$ cat src/rtl/sysid_check_master.sv
// sysid_check_master: Avalon-MM read master that fetches the system-ID and build-timestamp
// words, compares them against build-time constants and holds a sticky pass/fail result.
module sysid_check_master #(
    parameter logic [31:0] EXPECTED_ID    = 32'd1478765543,
    parameter logic [31:0] EXPECTED_TS    = 32'd1309222362,
    parameter int unsigned TIMEOUT_CYCLES = 1024
) (
    input  logic        clk,
    input  logic        reset,
    input  logic        start,
    output logic        busy,
    output logic        done,
    output logic        pass,
    output logic        id_mismatch,
    output logic        ts_mismatch,
    output logic        timeout,
    output logic [31:0] read_id,
    output logic [31:0] read_ts,
    output logic        avm_address,
    output logic        avm_read,
    input  logic [31:0] avm_readdata,
    input  logic        avm_waitrequest
);
    typedef enum logic [1:0] {IDLE, RD_ID, RD_TS, CMP} state_t;
    localparam logic [15:0] STALL_LAST = 16'(TIMEOUT_CYCLES - 1);
    state_t      state;
    logic [15:0] stall;
    logic        expired;
    // Bus strobes come straight from the state register so they cannot glitch on inputs.
    assign busy        = state != IDLE;
    assign done        = state == CMP;
    assign avm_read    = state == RD_ID || state == RD_TS;
    assign avm_address = state == RD_TS;
    assign expired     = TIMEOUT_CYCLES != 0 && stall == STALL_LAST;
    always_ff @(posedge clk or posedge reset) begin
        if (reset) begin
            state       <= IDLE;
            stall       <= '0;
            pass        <= 1'b0;
            id_mismatch <= 1'b0;
            ts_mismatch <= 1'b0;
            timeout     <= 1'b0;
            read_id     <= '0;
            read_ts     <= '0;
        end else begin
            case (state)
                IDLE: if (start) begin
                    state       <= RD_ID;
                    stall       <= '0;
                    pass        <= 1'b0;
                    id_mismatch <= 1'b0;
                    ts_mismatch <= 1'b0;
                    timeout     <= 1'b0;
                    read_id     <= '0;
                    read_ts     <= '0;
                end
                RD_ID, RD_TS: if (!avm_waitrequest) begin
                    if (state == RD_ID) read_id <= avm_readdata;
                    else read_ts <= avm_readdata;
                    stall <= '0;
                    state <= state == RD_ID ? RD_TS : CMP;
                end else if (expired) begin
                    timeout <= 1'b1;
                    stall   <= '0;
                    state   <= CMP;
                end else begin
                    stall <= stall + 16'd1;
                end
                CMP: begin
                    id_mismatch <= read_id != EXPECTED_ID;
                    ts_mismatch <= read_ts != EXPECTED_TS;
                    pass        <= !timeout && read_id == EXPECTED_ID && read_ts == EXPECTED_TS;
                    state       <= IDLE;
                end
                default: state <= IDLE;
            endcase
        end
    end
endmodule
$ cat config.mk
export PLATFORM = sky130hd
export DESIGN_NAME = sysid_check_master
export DESIGN_NICKNAME = d
export VERILOG_FILES = /design/src/rtl/sysid_check_master.sv
export SDC_FILE = /design/constraint.sdc
export NUM_CORES = 1
export LEC_CHECK = 0
export BUFFER_PORTS_ARGS = -buffer_cell sky130_fd_sc_hd__buf_2
export CAP_MARGIN = 15
export CORE_UTILIZATION = 28
export DETAILED_ROUTE_END_ITERATION = 8
export PLACE_DENSITY = 0.56
export SLEW_MARGIN = 20
export SYNTH_ARGS = -nofsm -noshare
export SYNTH_HDL_FRONTEND = slang
export SYNTH_SLANG_ARGS = --single-unit
$ cat constraint.sdc
create_clock -name clk -period 3.4 [get_ports clk]
set_input_delay 0.34 -clock clk [delete_from_list [all_inputs] [get_ports clk]]
set_output_delay 0.34 -clock clk [all_outputs]
set_load 0.01 [all_outputs]
==> metrics.txt <==
status finished, final reports clean; dpl hpwl 7167 um; number of max-cap violations 0; WP buf/inv 2; number of top-level pins 108; Cell Int Power 2.778 mW; dpl cells approximately 660; Initial Util 29.18%; clock root buffer clkbuf_16; Routed Antenna Nets 0; Final nets 539; dominant cells by area after synthesis dfrtp_1 (58%), nand2_1 (11%), o21ai_1 (8.6%), o21ai_0 (2.0%), clkbuf_1 (1.8%); Hold WC Path Type primary input to register; crit-path max cell delay 490 ps; critical path peak fanout 36; CTS buffer count 9; CP max stage cell mux2_2; gpl congestion 0.8014; H-tree depth 3; hold path start avm_readdata[16]; RSZ-0062 raised after global routing no; Fill cells between 1000 and 1500; post-DR vias/cell between 4 and 5; ys async rst share 100.0%; Setup CP Type register to register; Starting DRT DRC Count 191; Max clock buf depth 2; Non-Filler Instances 675; post-route minimum period around 2200 ps; GRT busiest layer met2; Detailed Route WL 9714 um; final-report hold violation count 0; area share of the largest cell type after synthesis 57.74%; register area share after synthesis 57.74%; Pwr Density 1006 nW/um2; synthesized flop and latch total 86; via count 3149; clk_lat worst skew 330 ps; number of global-route vias before repair 3071; Worst Path Required 3610 ps; initial antenna violation count 0; n_diodes 0; met3 GRT Util 2.286%; GR Overflow Total 0; mean post-synth cell area ~9.5 um2; met1 Resource Use GR 19.92%; Final Cycle Share 64.57%; area growth from synthesis to layout 29.27%; PortBufs between 100 and 150; Layout Cell Area excl Fill 4818 um2; post-CTS setup buffer count 0; crit-path cells inv_1 > ha_1 > mux2_2 > nand2_2 > buf_12 > o21ai_0; post-DR wirelength/cell approximately 14 um; syn nets ~440; power share of the combinational group 44.6%; Yosys top cell by area dfrtp_1; met2 Resource Use GR 22.86%; Synth warnings 0; fraction of layout instances using a drive strength above 1 26.84%; chip width 117.4 um; total global-route track usage 14.69%; Worst Hold End read_id[16]$_DFFE_PP0P_; DRC viols 0; max_slew headroom 60.96%; CP arrival 2400 ps; Startpoint Class register; Net Switching between 2 and 2.5 mW; CTS clk-pin slew, worst paths ~60 ps; FF-to-FF End read_id[7]$_DFFE_PP0P_; synth unique cells 35; WHS Path Cells 3; leakage power 2.331 nW; row cnt 41; VDD IR max around 460 uV; cell family with the largest share of critical-path delay multiplexers; Clk pwr share 22.3%; first-pass GRT wire length 15790 um; Worst R2R Path Depth 6; full die area 13780 um2; clock skew between 3 and 4 ps; Cell Area, Synth 3727 um2; r2r setup slk between 1000 and 1500 ps; Synth Instances around 400; core region area 12770 um2; CP endpoint kind register; Fmax 455.5 MHz; Seq pwr share 33.1%; largest net degree at the start of global routing around 50; DRT Pass-1 Iters 4; setup_tns 0 ps; final setup fails 0; Placed Area 4474 um2; clk sinks 86; switch share 42.72%; main flop type after synthesis dfrtp_1; fin. max-slew vios 0; Die H 117.4 um; number of synthesized flops with an enable pin 0; CTS tree built; Slew @ Worst Pin 585.6 ps; R2R Path Start state[0]$_DFFE_PP0P_
==> registers in the layout, summed over array words and instances (netlist names) <==
signal	cells
id_mismatch	1
stall	16
pass	1
timeout	1
ts_mismatch	1
state	2
read_id	32
read_ts	32
==> placed cells by master, fill, tap and decap left out, drive strengths merged, types with 6 or more instances in the layout <==
master  count
buf       113
clkbuf     11
nor2       12
nor4bb      6
dfrtp      86
a21oi       6
o21ai      79
nand3      10
nand2     111
nand4       9
==> synthesized netlist by cell type (all sizes together) (3+ instances only) <==
cell and n:
nor4b 5, o21ai 79, nor4 3, or3 5, inv 5, nand3 10
a21oi 6, nor2 12, nand2 111, ha 5, buf 3, nor4bb 6
clkbuf 18, and4 3, nand4 9, dfrtp 86, and3 3, xor2 5
==> power by group through the flow <==
stage,Combinational (mW),Clock (mW),Sequential [mW]
final,2.16,1.08,1.61
after global routing,2.44,1.16,1.65
after floorplan,1.31,0,1.70
after global placement,2.17,0,1.62
after CTS,2.22,1.11,1.61
after detailed placement,2.22,0,1.63
==> kinds of logic after synthesis <==
| kind of cell | share of synthesized area, % |
|---|---|
| flops | 57.74 |
| mux | 1.141 |
| compound gates | 12.66 |
| simple gates | 22.42 |
| xor+xnor | 1.645 |
| buf+inv | 2.719 |
| fa+ha+maj | 1.678 |
==> cell type report <==
cell class	instances	area (um2)	share of cell area (%)
clock inverters	5	81.33	1.688
inverters	5	20.02	0.4155
multi-input cells	282	1481	30.75
repair buffers	114	615.6	12.78
clock buffers	11	252.7	5.245
well taps	172	215.2	4.466
flip-flops and latches	86	2152	44.66
==> worst reg2reg max path, cell delays in order, from the launching register on <==
cell	delay, ps
dfrtp_1	410
inv_1	90
ha_1	270
mux2_2	490
nand2_2	430
buf_12	260
o21ai_0	120
==> routing by layer <==
metal | share of wire (%) | vias up
li1 | - | 1569
met1 | 48 | 1489
met2 | 46 | 85
met3 | 4.4 | 6
met4 | 1.2 | 0
met5 | 0 | -
==> how the worst max path moves through the flow <==
stage,slack (ps),from,endpoint,cells past startpoint
after global routing,1030,state[0]$_DFFE_PP0P_,read_ts[24]$_DFFE_PP0P_,8
final,1200,state[0]$_DFFE_PP0P_,read_id[7]$_DFFE_PP0P_,6
after floorplan,840,reset,id_mismatch$_DFFE_PP0P_,1
after detailed placement,1180,state[0]$_DFFE_PP0P_,read_id[8]$_DFFE_PP0P_,6
after global placement,1250,state[0]$_DFFE_PP0P_,read_ts[17]$_DFFE_PP0P_,7
after CTS,1190,state[0]$_DFFE_PP0P_,read_id[7]$_DFFE_PP0P_,6
==> repair_timing <==
item                                   4_1_cts  5_1_grt
hold buffers                                 1        0
resized for setup                            0        0
endpoints found under the hold margin        8        0
==> per-stage QoR <==
| stage | hold WS [ps] | setup slack (ps) | total power, mW | util, % |
|---|---|---|---|---|
| after floorplan | 483.6 | 838.2 | 3.013 | - |
| after global placement | 239.5 | 1250 | 3.793 | 35.03 |
| after detailed placement | 244.2 | 1181 | 3.844 | 35.03 |
| after CTS | 259.0 | 1186 | 4.947 | 37.72 |
| after global routing | 272.6 | 1030 | 5.245 | 37.72 |
| final | 277.1 | 1204 | 4.849 | 37.72 |
Power figures use the tool's default switching activity.
